File: config.mk
export PLATFORM = sky130hd
export DESIGN_NAME = riscv_lsu
export DESIGN_NICKNAME = d
export VERILOG_FILES = /design/src/rtl/riscv_lsu.sv
export SDC_FILE = /design/constraint.sdc
export NUM_CORES = 1
export LEC_CHECK = 0
export BUFFER_PORTS_ARGS = -buffer_cell sky130_fd_sc_hd__buf_2
export CAP_MARGIN = 30
export CORE_UTILIZATION = 49
export CTS_BUF_LIST = sky130_fd_sc_hd__clkbuf_4 sky130_fd_sc_hd__clkbuf_8
export CTS_CLUSTER_SIZE = 24
export DETAILED_ROUTE_END_ITERATION = 16
export PLACE_DENSITY = 0.88
export SLEW_MARGIN = 20
export SYNTH_ARGS = -nofsm -noshare
export SYNTH_HDL_FRONTEND = slang
export SYNTH_SLANG_ARGS = --single-unit
export TNS_END_PERCENT = 10
File: constraint.sdc
create_clock -name clk_i -period 4.4 [get_ports clk_i]
set_input_delay 0.88 -clock clk_i [delete_from_list [all_inputs] [get_ports clk_i]]
set_output_delay 0.88 -clock clk_i [all_outputs]
set_load 0.1 [all_outputs]
File: src/rtl/riscv_lsu.sv
// Load/store unit: multi-cycle data-memory handshake with byte enables, store lane replication and load extension.
// Optional MISALIGN_CHECK_EN: misaligned H/W accesses complete without a memory request and pulse misalign_o.
module riscv_lsu #(
   parameter int ADDR_W = 32
) (
   input  logic              clk_i,
   input  logic              rst_i,
   input  logic              core_req_i,
   input  logic              core_we_i,
   input  logic [2:0]        core_size_i,
   input  logic [ADDR_W-1:0] core_addr_i,
   input  logic [31:0]       core_wd_i,
   output logic [31:0]       core_rd_o,
   output logic              core_stall_o,
   output logic              misalign_o,
   output logic              mem_req_o,
   output logic              mem_we_o,
   output logic [3:0]        mem_be_o,
   output logic [ADDR_W-1:0] mem_addr_o,
   output logic [31:0]       mem_wd_o,
   input  logic [31:0]       mem_rd_i,
   input  logic              mem_ready_i
);

   typedef enum logic [1:0] {IDLE, REQ, DONE} state_t;

   state_t            state_reg, state_next;
   logic              we_reg;
   logic [2:0]        size_reg;
   logic [ADDR_W-1:0] addr_reg;
   logic [3:0]        be_reg, be_next;
   logic [31:0]       wd_reg, wd_next;
   logic [31:0]       rd_reg;
   logic              misalign_reg;
   logic              misaligned;
   logic [1:0]        offset;
   logic [7:0]        byte_sel;
   logic [15:0]       half_sel;
   logic [31:0]       load_data;

   assign offset = core_addr_i[1:0];

   always_comb begin
      be_next = 4'b0000;
      wd_next = core_wd_i;
      case (core_size_i)
         3'd0, 3'd4: begin
            be_next = 4'b0001 << offset;
            wd_next = {4{core_wd_i[7:0]}};
         end
         3'd1, 3'd5: begin
            be_next = 4'b0011 << {offset[1], 1'b0};
            wd_next = {2{core_wd_i[15:0]}};
         end
         3'd2: begin
            be_next = 4'b1111;
            wd_next = core_wd_i;
         end
         default: begin
            be_next = 4'b0000;
            wd_next = core_wd_i;
         end
      endcase
   end

`ifdef MISALIGN_CHECK_EN
   assign misaligned = (((core_size_i == 3'd1) || (core_size_i == 3'd5)) && offset[0])
                     || ((core_size_i == 3'd2) && (offset != 2'b00));
`else
   assign misaligned = 1'b0;
`endif

   // Lane selection uses the latched address; the memory returns the whole word.
   assign byte_sel = mem_rd_i[{addr_reg[1:0], 3'b000} +: 8];
   assign half_sel = mem_rd_i[{addr_reg[1], 4'b0000} +: 16];

   always_comb begin
      load_data = 32'h0;
      case (size_reg)
         3'd0:    load_data = {{24{byte_sel[7]}}, byte_sel};
         3'd4:    load_data = {24'h0, byte_sel};
         3'd1:    load_data = {{16{half_sel[15]}}, half_sel};
         3'd5:    load_data = {16'h0, half_sel};
         3'd2:    load_data = mem_rd_i;
         default: load_data = 32'h0;
      endcase
   end

   always_comb begin
      state_next = state_reg;
      case (state_reg)
         IDLE:    if (core_req_i) state_next = misaligned ? DONE : REQ;
         REQ:     if (mem_ready_i) state_next = DONE;
         DONE:    state_next = IDLE;
         default: state_next = IDLE;
      endcase
   end

   always_ff @(posedge clk_i or posedge rst_i) begin
      if (rst_i) begin
         state_reg    <= IDLE;
         we_reg       <= 1'b0;
         size_reg     <= 3'd0;
         addr_reg     <= '0;
         be_reg       <= 4'b0000;
         wd_reg       <= 32'h0;
         rd_reg       <= 32'h0;
         misalign_reg <= 1'b0;
      end else begin
         state_reg    <= state_next;
         misalign_reg <= (state_reg == IDLE) && core_req_i && misaligned;
         if ((state_reg == IDLE) && core_req_i) begin
            we_reg   <= core_we_i;
            size_reg <= core_size_i;
            addr_reg <= core_addr_i;
            be_reg   <= be_next;
            wd_reg   <= wd_next;
         end
         if ((state_reg == REQ) && mem_ready_i && !we_reg) begin
            rd_reg <= load_data;
         end
      end
   end

   assign core_stall_o = core_req_i && (state_reg != DONE);
   assign core_rd_o    = rd_reg;
   assign misalign_o   = misalign_reg;
   assign mem_req_o    = (state_reg == REQ);
   assign mem_we_o     = (state_reg == REQ) && we_reg;
   assign mem_be_o     = be_reg;
   assign mem_addr_o   = addr_reg;
   assign mem_wd_o     = wd_reg;

endmodule

==> results of run 1 <==
cells by family after synthesis:
kind of cell	Yosys count
buf+inv	39
flops	106
other cells	1
simple gates	247
compound gates	92
mux	33
placed cells by master, fill, tap and decap left out, drive strengths merged, types with 3 or more instances in the layout:
master  instances
clkbuf          9
buf           212
nand2b          3
dfrtp         106
nand2         185
o22a            7
and2            4
nor2           24
a21oi          14
clkinv          3
a22oi          15
nand3          16
inv             5
and3            7
mux2i          32
o21ai          46
how the worst max path moves through the flow:
| stage | to | slack, ns | depth (start not counted) |
|---|---|---|---|
| 2_1_floorplan | core_stall_o | 0.45 | 1 |
| 3_3_place_gp | core_rd_o[23] | 1.85 | 5 |
| 3_5_place_dp | core_rd_o[30] | 1.72 | 5 |
| 4_1_cts | mem_addr_o[1] | 1.76 | 1 |
| 5_1_grt | mem_addr_o[1] | 1.70 | 1 |
| 6_report | mem_addr_o[1] | 1.76 | 1 |
metrics by stage:
stage | worst slack, ns | util, % | hold slack (ns)
3_3_place_gp | 1.85 | 62.5 | 0.454
5_1_grt | 1.70 | 64.6 | 0.492
3_5_place_dp | 1.72 | 62.5 | 0.457
4_1_cts | 1.76 | 64.2 | 0.481
2_1_floorplan | 0.451 | - | 0.475
6_report | 1.76 | 64.6 | 0.476
routing by layer:
layer / routed length [um] / global-route usage [%] / vias up
met5: 0 / 0 / -
li1: - / - / 2099
met1: 5190 / 31.7 / 2036
met4: 355 / 11.6 / 0
met2: 6160 / 43.3 / 222
met3: 1040 / 5.94 / 36
area by class of cell:
type | count | area, um^2 | share of cell area, %
Sequential cell | 106 | 2650 | 43.6
Multi-Input combinational cell | 373 | 1990 | 32.7
Timing Repair Buffer | 212 | 1100 | 18.1
Tap cell | 129 | 161 | 2.65
Clock buffer | 9 | 124 | 2.04
Clock inverter | 5 | 33.8 | 0.555
Inverter | 5 | 21.3 | 0.350
==> report_table.html, run 1 <==
<table>
<tr><th>Metric</th><th>Value</th></tr>
<tr><th colspan="2">Yosys</th></tr>
<tr><td>Part of the Yosys area used for sequential elements</td><td>between 50% and 60%</td></tr>
<tr><td>Count of flip-flops with a built-in enable after synthesis</td><td>0</td></tr>
<tr><td>Netlist cell types</td><td>between 40 and 50</td></tr>
<tr><td>Share of the synthesized netlist area taken by xor and xnor gates</td><td>0%</td></tr>
<tr><td>Leading cell types by total area after synthesis</td><td>dfrtp_1 (55%), nand2_1 (14%), mux2i_1 (6.6%), o21ai_0 (4.5%), a22oi_1 (2.0%)</td></tr>
<tr><td>Share of synthesized area spent on multiplexers</td><td>~6.9%</td></tr>
<tr><td>Cells after synthesis</td><td>518</td></tr>
<tr><td>Cell type contributing the most total cell area after synthesis</td><td>dfrtp_1</td></tr>
<tr><td>Fraction of post-synthesis cell area in the top cell type by area</td><td>a little over half</td></tr>
<tr><td>Share of synthesized flip-flops with an asynchronous set or reset</td><td>100%</td></tr>
<tr><td>Synthesized net count</td><td>about 620</td></tr>
<tr><td>Adder-Cell Fraction of Synth Area</td><td>0%</td></tr>
<tr><td>Average cell area after synthesis</td><td>approximately 9.3 um^2</td></tr>
<tr><td>Ys Warns</td><td>0</td></tr>
<tr><td>Top cells by count, synth</td><td>nand2_1 (185), dfrtp_1 (106), o21ai_0 (44)</td></tr>
<tr><td>Top-count cell post-synth</td><td>nand2_1</td></tr>
<tr><td>Main combinational cell family by area after synthesis</td><td>simple AND/OR/NAND/NOR gates</td></tr>
<tr><td>Predominant post-synthesis flop cell</td><td>dfrtp_1</td></tr>
<tr><td>Fraction of the mapped netlist area in simple logic gates</td><td>roughly 21%</td></tr>
<tr><td>Total of flip-flops plus latches after synthesis</td><td>approximately 110</td></tr>
<tr><td>Area fraction in compound gates after synthesis</td><td>between 10% and 20%</td></tr>
<tr><td>Cell area after synthesis</td><td>just under 5000 um^2</td></tr>
<tr><th colspan="2">Timing</th></tr>
<tr><td>Total count of max-transition violations in the final report</td><td>0</td></tr>
<tr><td>Final-report hold violation count</td><td>0</td></tr>
<tr><td>Setup repair after global routing missed its margin</td><td>false</td></tr>
<tr><td>Max Clock Skew</td><td>around 0.0086 ns</td></tr>
<tr><td>Remaining max-slew budget at the tightest pin</td><td>between 40% and 50%</td></tr>
<tr><td>Setup Total Neg Slack</td><td>0 ns</td></tr>
<tr><td>Maximum clock frequency</td><td>around 380 MHz</td></tr>
<tr><td>Final setup violation count</td><td>0</td></tr>
<tr><td>Share of the cycle needed by the critical path after routing</td><td>approximately three fifths</td></tr>
<tr><td>Fin crit period</td><td>2.64 ns</td></tr>
<tr><td>Transition time at the pin with the least slew margin</td><td>0.771 ns</td></tr>
<tr><th colspan="2">Worst setup path</th></tr>
<tr><td>Startpoint-to-endpoint class of the critical path</td><td>flip-flop to primary output</td></tr>
<tr><td>Beginning of the worst register-to-register path</td><td>mem_addr_o[1]</td></tr>
<tr><td>Cell Chain, Critical Path</td><td>buf_2</td></tr>
<tr><td>Crit Reg-Reg Endpoint</td><td>core_rd_o[30]</td></tr>
<tr><td>Worst Setup Start Kind</td><td>flip-flop</td></tr>
<tr><td>Critical path data arrival time</td><td>~1.8 ns</td></tr>
<tr><td>Family with the most delay on the worst path</td><td>flip-flops</td></tr>
<tr><td>Slowest stage delay, CP</td><td>~0.85 ns</td></tr>
<tr><td>Logic depth of the worst register-to-register path</td><td>3</td></tr>
<tr><td>CP startpoint</td><td>mem_addr_o[1]</td></tr>
<tr><td>Critical path buffer and inverter count</td><td>1</td></tr>
<tr><td>Critical Path End Type</td><td>primary output</td></tr>
<tr><td>Worst path slowest cell</td><td>dfrtp_1</td></tr>
<tr><td>Reg2Reg Setup Slack</td><td>2.24 ns</td></tr>
<tr><td>Required time worst endpoint</td><td>3.52 ns</td></tr>
<tr><td>Maximum fanout along the worst path</td><td>19</td></tr>
<tr><th colspan="2">Floorplan</th></tr>
<tr><td>Boundary Pins</td><td>roughly 210</td></tr>
<tr><td>Die Outline Area</td><td>roughly 10000 um^2</td></tr>
<tr><td>Initial Util</td><td>51.4%</td></tr>
<tr><td>Core area</td><td>9420 um^2</td></tr>
<tr><td>Cell Rows</td><td>35</td></tr>
<tr><td>Die boundary width</td><td>just over 100 um</td></tr>
<tr><td>Vertical die dimension</td><td>just over 100 um</td></tr>
<tr><th colspan="2">Job</th></tr>
<tr><td>Max-cap check violation count</td><td>0</td></tr>
<tr><th colspan="2">Detailed routing</th></tr>
<tr><td>Final routed DRC violation total</td><td>0</td></tr>
<tr><td>Total wire length</td><td>about 13000 um</td></tr>
<tr><td>First-pass iteration count of the detailed router</td><td>5</td></tr>
<tr><td>Via/cell ratio</td><td>approximately 5.2</td></tr>
<tr><td>DRC violation total after the first TritonRoute iteration</td><td>approximately 240</td></tr>
<tr><td>Count of antenna-violating nets left after detailed routing</td><td>0</td></tr>
<tr><td>Average wire length per cell after detail routing</td><td>15.2 um</td></tr>
<tr><td>Number of vias in the routed layout</td><td>4393</td></tr>
<tr><th colspan="2">CTS</th></tr>
<tr><td>Htree depth</td><td>3</td></tr>
<tr><td>CTS Sinks</td><td>roughly 110</td></tr>
<tr><td>Cell chosen for the clock root</td><td>clkbuf_8</td></tr>
<tr><td>Number of CTS-inserted buffers</td><td>9</td></tr>
<tr><td>Number of gates given a new drive strength after cts</td><td>0</td></tr>
<tr><td>Clk pin slew, worst setup/hold paths</td><td>0.10 ns</td></tr>
<tr><td>Hold_buf cts</td><td>0</td></tr>
<tr><td>Skew-Pair Late Insertion Delay</td><td>about 0.36 ns</td></tr>
<tr><td>Clock tree from TritonCTS</td><td>built</td></tr>
<tr><td>Maximum count of clock buffers along a single path</td><td>2</td></tr>
<tr><td>Post-CTS Setup Bufs</td><td>0</td></tr>
<tr><th colspan="2">Layout</th></tr>
<tr><td>Total Nets Final</td><td>slightly above 800</td></tr>
<tr><td>Fin cells</td><td>roughly 840</td></tr>
<tr><td>Layout-stage area growth over the synthesis result</td><td>25.7%</td></tr>
<tr><td>Fraction of final layout cells with drive strength greater than 1</td><td>approximately 34%</td></tr>
<tr><td>Post-route standard cell area excluding fillers</td><td>6080 um^2</td></tr>
<tr><td>Fillcell total</td><td>approximately 770</td></tr>
<tr><td>ANT cells</td><td>0</td></tr>
<tr><th colspan="2">GRT</th></tr>
<tr><td>Vias in the first global route</td><td>4300</td></tr>
<tr><td>Initial antenna violation count</td><td>0</td></tr>
<tr><td>Pin count of the biggest net entering global routing</td><td>85</td></tr>
<tr><td>Global-route wire length before repair</td><td>20400 um</td></tr>
<tr><td>Total track usage</td><td>between 20% and 30%</td></tr>
<tr><td>Overflow left after global routing</td><td>0</td></tr>
<tr><th colspan="2">Placement</th></tr>
<tr><td>Standard cell area after detailed placement</td><td>a little under 6000 um^2</td></tr>
<tr><td>Placed wire-length estimate after detailed placement</td><td>between 9000 and 10000 um</td></tr>
<tr><td>Weighted congestion reported at the end of routability-driven placement</td><td>between 0.8 and 0.9</td></tr>
<tr><td>Count of buffers from port buffering</td><td>206</td></tr>
<tr><td>Post-Place Cells</td><td>823</td></tr>
<tr><th colspan="2">Worst hold path</th></tr>
<tr><td>Path category of the worst min-delay check</td><td>primary input to async pin</td></tr>
<tr><th colspan="2">Status</th></tr>
<tr><td>Run status</td><td>finished, final reports clean</td></tr>
</table>
Power of run 1 is left out: the tool's default activity adds up to more than one toggle a clock period on the data nets, which glitch-free logic cannot reach.
==> inputs of run 2 (changes only) <==
- clock period: 4.4 -> 2.45 ns (I/O delays scaled with it)
==> report_table.html, run 2 (synthesized netlist as in run 1, its figures left out) <==
<table>
<tr><th>Metric</th><th>Value</th></tr>
<tr><th colspan="2">CTS</th></tr>
<tr><td>Hold_buf cts</td><td>0 (unchanged)</td></tr>
<tr><td>Post-CTS Setup Bufs</td><td>0 (unchanged)</td></tr>
<tr><td>Maximum count of clock buffers along a single path</td><td>2 (unchanged)</td></tr>
<tr><td>Clock tree from TritonCTS</td><td>built</td></tr>
<tr><td>Skew-Pair Late Insertion Delay</td><td>0.36 ns (about the same)</td></tr>
<tr><td>Cell chosen for the clock root</td><td>clkbuf_8</td></tr>
<tr><td>Clk pin slew, worst setup/hold paths</td><td>0.09 ns (about the same)</td></tr>
<tr><td>Htree depth</td><td>3 (unchanged)</td></tr>
<tr><td>Number of CTS-inserted buffers</td><td>9 (unchanged)</td></tr>
<tr><td>CTS Sinks</td><td>106 (unchanged)</td></tr>
<tr><td>Number of gates given a new drive strength after cts</td><td>0 (unchanged)</td></tr>
<tr><th colspan="2">Timing</th></tr>
<tr><td>Total count of max-transition violations in the final report</td><td>0 (unchanged)</td></tr>
<tr><td>Transition time at the pin with the least slew margin</td><td>0.728 ns (-0.0434 ns)</td></tr>
<tr><td>Setup Total Neg Slack</td><td>0 ns (unchanged)</td></tr>
<tr><td>Max Clock Skew</td><td>0.0139 ns (+0.00529 ns)</td></tr>
<tr><td>Fin crit period</td><td>between 2 and 2.5 ns</td></tr>
<tr><td>Final-report hold violation count</td><td>0 (unchanged)</td></tr>
<tr><td>Maximum clock frequency</td><td>a little under 500 MHz</td></tr>
<tr><td>Remaining max-slew budget at the tightest pin</td><td>51.4% (+2.8 points)</td></tr>
<tr><td>Share of the cycle needed by the critical path after routing</td><td>between 80% and 90%</td></tr>
<tr><td>Hold WS</td><td>0.0590 ns (-0.417 ns)</td></tr>
<tr><td>Final setup violation count</td><td>0 (unchanged)</td></tr>
<tr><td>Setup repair after global routing missed its margin</td><td>false</td></tr>
<tr><th colspan="2">Floorplan</th></tr>
<tr><td>Die boundary width</td><td>101 um (unchanged)</td></tr>
<tr><td>Boundary Pins</td><td>208 (unchanged)</td></tr>
<tr><td>Core area</td><td>9420 um^2 (unchanged)</td></tr>
<tr><td>Vertical die dimension</td><td>101 um (unchanged)</td></tr>
<tr><td>Initial Util</td><td>51.4% (unchanged)</td></tr>
<tr><td>Die Outline Area</td><td>10300 um^2 (unchanged)</td></tr>
<tr><td>Cell Rows</td><td>35 (unchanged)</td></tr>
<tr><th colspan="2">Placement</th></tr>
<tr><td>Count of buffers from port buffering</td><td>206 (unchanged)</td></tr>
<tr><td>Weighted congestion reported at the end of routability-driven placement</td><td>0.903 (+5.1%)</td></tr>
<tr><td>Placed wire-length estimate after detailed placement</td><td>9620 um (+2.0%)</td></tr>
<tr><th colspan="2">Worst setup path</th></tr>
<tr><td>Cell Chain, Critical Path</td><td>nor2_1 -&gt; and2_1 -&gt; buf_2</td></tr>
<tr><td>Logic depth of the worst register-to-register path</td><td>4 (+1)</td></tr>
<tr><td>Slowest stage delay, CP</td><td>0.46 ns (-0.39 ns)</td></tr>
<tr><td>Beginning of the worst register-to-register path</td><td>state_reg[1]</td></tr>
<tr><td>Worst Setup EP</td><td>mem_we_o</td></tr>
<tr><td>Required time worst endpoint</td><td>1.96 ns (-1.56 ns)</td></tr>
<tr><td>Startpoint-to-endpoint class of the critical path</td><td>flip-flop to primary output</td></tr>
<tr><td>Critical Path End Type</td><td>primary output</td></tr>
<tr><td>CP startpoint</td><td>state_reg[1]</td></tr>
<tr><td>Maximum fanout along the worst path</td><td>6 (-13)</td></tr>
<tr><td>Critical path data arrival time</td><td>1.58 ns (-0.18 ns)</td></tr>
<tr><td>Worst Setup Start Kind</td><td>flip-flop</td></tr>
<tr><td>Reg2Reg Setup Slack</td><td>0.66 ns (-1.58 ns)</td></tr>
<tr><td>Crit Reg-Reg Endpoint</td><td>core_rd_o[4]</td></tr>
<tr><td>Worst path slowest cell</td><td>dfrtp_1</td></tr>
<tr><th colspan="2">Detailed routing</th></tr>
<tr><td>Count of antenna-violating nets left after detailed routing</td><td>0 (unchanged)</td></tr>
<tr><td>Final routed DRC violation total</td><td>0 (unchanged)</td></tr>
<tr><td>Average wire length per cell after detail routing</td><td>15.3 um (+0.76%)</td></tr>
<tr><td>First-pass iteration count of the detailed router</td><td>5 (unchanged)</td></tr>
<tr><td>Via/cell ratio</td><td>5.26 (+0.47%)</td></tr>
<tr><td>DRC violation total after the first TritonRoute iteration</td><td>173 (-27%)</td></tr>
<tr><td>Total wire length</td><td>12900 um (+1.4%)</td></tr>
<tr><td>Number of vias in the routed layout</td><td>4440 (+1.1%)</td></tr>
<tr><th colspan="2">Layout</th></tr>
<tr><td>Commonest non-fill, non-tap cells in the layout</td><td>buf_2 (206), nand2_1 (184), dfrtp_1 (106)</td></tr>
<tr><td>ANT cells</td><td>0 (unchanged)</td></tr>
<tr><td>Most common library cell in the layout ignoring fill and taps</td><td>buf_2</td></tr>
<tr><td>Layout-stage area growth over the synthesis result</td><td>27.4%</td></tr>
<tr><td>Fraction of final layout cells with drive strength greater than 1</td><td>34.4% (+0.46 points)</td></tr>
<tr><td>Total Nets Final</td><td>814 (+0.37%)</td></tr>
<tr><td>Fillcell total</td><td>776 (+1.3%)</td></tr>
<tr><th colspan="2">GRT</th></tr>
<tr><td>Pin count of the biggest net entering global routing</td><td>83 (-2.4%)</td></tr>
<tr><td>Initial antenna violation count</td><td>0 (unchanged)</td></tr>
<tr><td>Total track usage</td><td>26.3% (+0.53 points)</td></tr>
<tr><td>Global-route wire length before repair</td><td>20900 um (+2.5%)</td></tr>
<tr><td>Vias in the first global route</td><td>4346 (+1.1%)</td></tr>
<tr><td>Overflow left after global routing</td><td>0 (unchanged)</td></tr>
<tr><th colspan="2">Status</th></tr>
<tr><td>Run status</td><td>finished, final reports clean</td></tr>
<tr><th colspan="2">Job</th></tr>
<tr><td>Max-cap check violation count</td><td>0 (unchanged)</td></tr>
<tr><th colspan="2">Worst hold path</th></tr>
<tr><td>Path category of the worst min-delay check</td><td>primary input to async pin</td></tr>
</table>
[run 2: worst min path at each step]
stage / endpoint / slack, ns / cells past startpoint / startpoint
6_report: size_reg[0] / 0.06 / 2 / rst_i
4_1_cts: mem_addr_o[0] / 0.04 / 2 / rst_i
3_3_place_gp: size_reg[0] / 0.43 / 2 / rst_i
5_1_grt: size_reg[2] / 0.06 / 2 / rst_i
3_5_place_dp: size_reg[2] / 0.43 / 2 / rst_i
2_1_floorplan: we_reg / 0.47 / 2 / we_reg
[run 2: per-layer routing]
layer / global-route usage [%] / vias to the layer above / routed length (um) / share of wire [%]
met5: 0 / - / 0 / 0
li1: - / 2101 / - / -
met1: 33.4 / 2095 / 5290 / 41
met3: 5.31 / 26 / 977 / 7.6
met4: 11.3 / 0 / 290 / 2.2
met2: 43.9 / 218 / 6370 / 49
[run 2: layout make-up]
type	count	area, um^2	share of cell area (%)
Multi-Input combinational cell	373	1990	32.3
Sequential cell	106	2650	43.0
Timing Repair Buffer	215	1140	18.4
Clock inverter	5	61.3	0.994
Tap cell	129	161	2.62
Clock buffer	11	145	2.35
Inverter	5	22.5	0.365
[run 2: through the flow]
stage	utilization [%]	area, um^2	worst slack, ns	cells
6_report	65.5	6170	0.379	844
3_5_place_dp	63.3	5960	0.626	828
3_3_place_gp	63.3	5960	0.678	828
5_1_grt	65.5	6170	0.256	844
2_1_floorplan	-	4850	-0.719	518
4_1_cts	65.5	6170	0.356	844
[run 2: critical path, delay by kind of cell, from the launching register on]
kind | cells | cell delay [ns]
buf+inv | 1 | 0.43
simple gates | 2 | 0.33
flops | 1 | 0.46
Power of run 2 is left out for the same reason.
==> inputs of run 3 (changes only) <==
- ABC_AREA: not set -> 1
- CORE_UTILIZATION: 49 -> 46
- PLACE_DENSITY: 0.88 -> 0.85
- clock period: 2.45 -> 1.8 ns (I/O delays scaled with it)
==> report_table.html, run 3 <==
<table>
<tr><th>Metric</th><th>Value</th></tr>
<tr><th colspan="2">Worst setup path</th></tr>
<tr><td>Cell Chain, Critical Path</td><td>nor2_2 -&gt; inv_2 -&gt; nor2_2 -&gt; buf_12</td></tr>
<tr><td>Reg2Reg Setup Slack</td><td>0.21 ns (-0.45 ns)</td></tr>
<tr><td>Critical Path Most Common Cell</td><td>nor2_2</td></tr>
<tr><td>Worst Setup EP</td><td>mem_we_o</td></tr>
<tr><td>Critical path data arrival time</td><td>1.37 ns (-0.21 ns)</td></tr>
<tr><td>Maximum fanout along the worst path</td><td>3 (-3)</td></tr>
<tr><td>Slowest stage delay, CP</td><td>0.44 ns (-0.02 ns)</td></tr>
<tr><td>Required time worst endpoint</td><td>1.44 ns (-0.52 ns)</td></tr>
<tr><td>Beginning of the worst register-to-register path</td><td>mem_addr_o[1]</td></tr>
<tr><td>Worst Setup Start Kind</td><td>flip-flop</td></tr>
<tr><td>CP startpoint</td><td>state_reg[1]</td></tr>
<tr><td>Startpoint-to-endpoint class of the critical path</td><td>flip-flop to primary output</td></tr>
<tr><td>Crit Reg-Reg Endpoint</td><td>core_rd_o[31]</td></tr>
<tr><td>Critical Path End Type</td><td>primary output</td></tr>
<tr><td>Logic depth of the worst register-to-register path</td><td>7 (+3)</td></tr>
<tr><td>Worst path slowest cell</td><td>dfrtp_1</td></tr>
<tr><th colspan="2">Yosys</th></tr>
<tr><td>Part of the Yosys area used for sequential elements</td><td>50.3% (-4.4 points)</td></tr>
<tr><td>Netlist cell types</td><td>27 (-36%)</td></tr>
<tr><td>Ys Warns</td><td>0 (unchanged)</td></tr>
<tr><td>Total of flip-flops plus latches after synthesis</td><td>106 (unchanged)</td></tr>
<tr><td>Synthesized net count</td><td>818 (+32%)</td></tr>
<tr><td>Predominant post-synthesis flop cell</td><td>dfrtp_1</td></tr>
<tr><td>Top cells by count, synth</td><td>nand2_1 (380), dfrtp_1 (106), nor2_1 (54)</td></tr>
<tr><td>Cell type contributing the most total cell area after synthesis</td><td>dfrtp_1</td></tr>
<tr><td>Leading cell types by total area after synthesis</td><td>dfrtp_1 (50%), nand2_1 (27%), nor2_1 (3.8%), inv_1 (2.8%), nand3_1 (2.7%)</td></tr>
<tr><td>Count of flip-flops with a built-in enable after synthesis</td><td>0 (unchanged)</td></tr>
<tr><td>Fraction of post-synthesis cell area in the top cell type by area</td><td>50.3% (-4.4 points)</td></tr>
<tr><td>Top-count cell post-synth</td><td>nand2_1</td></tr>
<tr><td>Cells after synthesis</td><td>714 (+38%)</td></tr>
<tr><td>Average cell area after synthesis</td><td>7.38 um^2 (-21%)</td></tr>
<tr><td>Share of synthesized flip-flops with an asynchronous set or reset</td><td>100% (unchanged)</td></tr>
<tr><td>Cell area after synthesis</td><td>5270 um^2 (+8.8%)</td></tr>
<tr><th colspan="2">Timing</th></tr>
<tr><td>Fin crit period</td><td>about 1.7 ns</td></tr>
<tr><td>Final setup violation count</td><td>0 (unchanged)</td></tr>
<tr><td>Total count of max-transition violations in the final report</td><td>0 (unchanged)</td></tr>
<tr><td>Remaining max-slew budget at the tightest pin</td><td>59.4% (+8.0 points)</td></tr>
<tr><td>Share of the cycle needed by the critical path after routing</td><td>around 96%</td></tr>
<tr><td>Setup repair after global routing missed its margin</td><td>true</td></tr>
<tr><td>Transition time at the pin with the least slew margin</td><td>0.609 ns (-0.118 ns)</td></tr>
<tr><td>Max Clock Skew</td><td>0.0110 ns (-0.00285 ns)</td></tr>
<tr><td>Final-report hold violation count</td><td>0 (unchanged)</td></tr>
<tr><td>Hold WS</td><td>0.144 ns (+0.0848 ns)</td></tr>
<tr><td>Maximum clock frequency</td><td>just under 600 MHz</td></tr>
<tr><th colspan="2">Floorplan</th></tr>
<tr><td>Die Outline Area</td><td>11900 um^2 (+16%)</td></tr>
<tr><td>Initial Util</td><td>48.0% (-3.5 points)</td></tr>
<tr><td>Die boundary width</td><td>109 um (+7.5%)</td></tr>
<tr><td>Boundary Pins</td><td>208 (unchanged)</td></tr>
<tr><td>Core area</td><td>11000 um^2 (+17%)</td></tr>
<tr><td>Vertical die dimension</td><td>109 um (+7.5%)</td></tr>
<tr><td>Cell Rows</td><td>38 (+8.6%)</td></tr>
<tr><th colspan="2">CTS</th></tr>
<tr><td>Post-CTS Setup Bufs</td><td>0 (unchanged)</td></tr>
<tr><td>Cell chosen for the clock root</td><td>clkbuf_8</td></tr>
<tr><td>Clk pin slew, worst setup/hold paths</td><td>0.09 ns (about the same)</td></tr>
<tr><td>CTS Sinks</td><td>106 (unchanged)</td></tr>
<tr><td>Maximum count of clock buffers along a single path</td><td>2 (unchanged)</td></tr>
<tr><td>Skew-Pair Late Insertion Delay</td><td>0.37 ns (about the same)</td></tr>
<tr><td>Number of CTS-inserted buffers</td><td>9 (unchanged)</td></tr>
<tr><td>Htree depth</td><td>3 (unchanged)</td></tr>
<tr><td>Clock tree from TritonCTS</td><td>built</td></tr>
<tr><td>Hold_buf cts</td><td>0 (unchanged)</td></tr>
<tr><th colspan="2">Detailed routing</th></tr>
<tr><td>First-pass iteration count of the detailed router</td><td>5 (unchanged)</td></tr>
<tr><td>Average wire length per cell after detail routing</td><td>13.5 um (-12%)</td></tr>
<tr><td>Final routed DRC violation total</td><td>0 (unchanged)</td></tr>
<tr><td>Via/cell ratio</td><td>4.93 (-6.3%)</td></tr>
<tr><td>Number of vias in the routed layout</td><td>5183 (+17%)</td></tr>
<tr><td>DRC violation total after the first TritonRoute iteration</td><td>290 (+68%)</td></tr>
<tr><td>Count of antenna-violating nets left after detailed routing</td><td>0 (unchanged)</td></tr>
<tr><td>Total wire length</td><td>14200 um (+9.6%)</td></tr>
<tr><th colspan="2">Layout</th></tr>
<tr><td>Most common library cell in the layout ignoring fill and taps</td><td>nand2_1</td></tr>
<tr><td>Post-route standard cell area excluding fillers</td><td>6560 um^2 (+6.3%)</td></tr>
<tr><td>Commonest non-fill, non-tap cells in the layout</td><td>nand2_1 (380), buf_2 (202), dfrtp_1 (106)</td></tr>
<tr><td>Layout-stage area growth over the synthesis result</td><td>24.5%</td></tr>
<tr><td>ANT cells</td><td>0 (unchanged)</td></tr>
<tr><td>Fraction of final layout cells with drive strength greater than 1</td><td>27.7% (-6.7 points)</td></tr>
<tr><td>Total Nets Final</td><td>1010 (+24%)</td></tr>
<tr><td>Fillcell total</td><td>1024 (+32%)</td></tr>
<tr><th colspan="2">GRT</th></tr>
<tr><td>Vias in the first global route</td><td>4794 (+10%)</td></tr>
<tr><td>Overflow left after global routing</td><td>0 (unchanged)</td></tr>
<tr><td>Pin count of the biggest net entering global routing</td><td>107 (+29%)</td></tr>
<tr><td>Global-route wire length before repair</td><td>22700 um (+8.7%)</td></tr>
<tr><td>Total track usage</td><td>24.9% (-1.4 points)</td></tr>
<tr><td>Initial antenna violation count</td><td>0 (unchanged)</td></tr>
<tr><th colspan="2">Placement</th></tr>
<tr><td>Standard cell area after detailed placement</td><td>6370 um^2 (+6.9%)</td></tr>
<tr><td>Placed wire-length estimate after detailed placement</td><td>10200 um (+6.3%)</td></tr>
<tr><td>Weighted congestion reported at the end of routability-driven placement</td><td>0.883 (-2.2%)</td></tr>
<tr><td>Count of buffers from port buffering</td><td>206 (unchanged)</td></tr>
<tr><th colspan="2">Job</th></tr>
<tr><td>Max-cap check violation count</td><td>0 (unchanged)</td></tr>
<tr><th colspan="2">Status</th></tr>
<tr><td>Run status</td><td>finished, final reports clean</td></tr>
<tr><th colspan="2">Worst hold path</th></tr>
<tr><td>Path category of the worst min-delay check</td><td>primary input to async pin</td></tr>
</table>
[run 3: changes by cell type after synthesis, moves of 5 or more]
cell / change
a22oi_1: -13
a31oi_1: +6
a41oi_1: +8
and3_1: -7
clkbuf_1: -5
inv_1: +34
mux2i_1: -32
nand2_1: +195
nand3_1: +12
nor2_1: +31
o21ai_0: -24
o22a_1: -7
[run 3: how the worst min path moves through the flow]
stage / slack (ns) / to / from / cells past startpoint
finish: 0.14 / mem_addr_o[26] / rst_i / 3
global route: 0.16 / mem_addr_o[14] / core_addr_i[14] / 3
CTS: 0.15 / core_rd_o[30] / rst_i / 3
detailed placement: 0.45 / mem_addr_o[29] / mem_addr_o[29] / 2
global placement: 0.45 / mem_addr_o[15] / mem_addr_o[15] / 2
floorplan: 0.47 / state_reg[0] / mem_ready_i / 1
[run 3: metal layers]
layer  track usage, %  part of all wire, %  vias to the layer above
li1                 -                    -                     2571
met1             31.0                   41                     2345
met2             40.5                   47                      240
met3             7.65                   10                       27
met4             9.65                  2.0                        0
met5                0                    0                        -
[run 3: final cells by class]
| cell class | count | area [um^2] | area share, % |
|---|---|---|---|
| Clock buffer | 11 | 139 | 2.12 |
| Clock inverter | 5 | 38.8 | 0.591 |
| Inverter | 45 | 188 | 2.86 |
| Multi-Input combinational cell | 527 | 2180 | 33.3 |
| Sequential cell | 106 | 2650 | 40.4 |
| Tap cell | 140 | 175 | 2.67 |
| Timing Repair Buffer | 217 | 1190 | 18.1 |
[run 3: stage by stage]
stage	std cells	setup TNS (ns)	setup WS [ns]	utilization, %
after CTS	1051	0	0.0128	59.7
final	1051	0	0.0727	59.7
after global placement	1035	0	0.259	58.0
after floorplan	714	-8.60	-1.25	-
after detailed placement	1035	0	0.234	58.0
after global routing	1051	-0.0339	-0.0339	59.7
[run 3: worst max-delay path: cells and delay by family, from the launching register on]
| family | cells | cell delay (ns) |
|---|---|---|
| buffers and inverters | 2 | 0.26 |
| flip-flops | 1 | 0.44 |
| AND/OR/NAND/NOR | 2 | 0.30 |
[run 3: what timing repair did]
action / CTS / global route
pin swaps: 0 / 0
gates resized for setup: 2 / 2
endpoints found under the setup margin: 2 / 3
[run 3: logic make-up (layout without fill, tap and decap cells)]
kind of cell | count (synthesis) | after routing | synth area share [%]
compound gates | 51 | 51 | 5.60
buf+inv | 81 | 278 | 8.29
flops | 106 | 106 | 50.3
simple gates | 475 | 475 | 35.7
other cells | 1 | 1 | 0.0712
Power of run 3 is left out for the same reason.
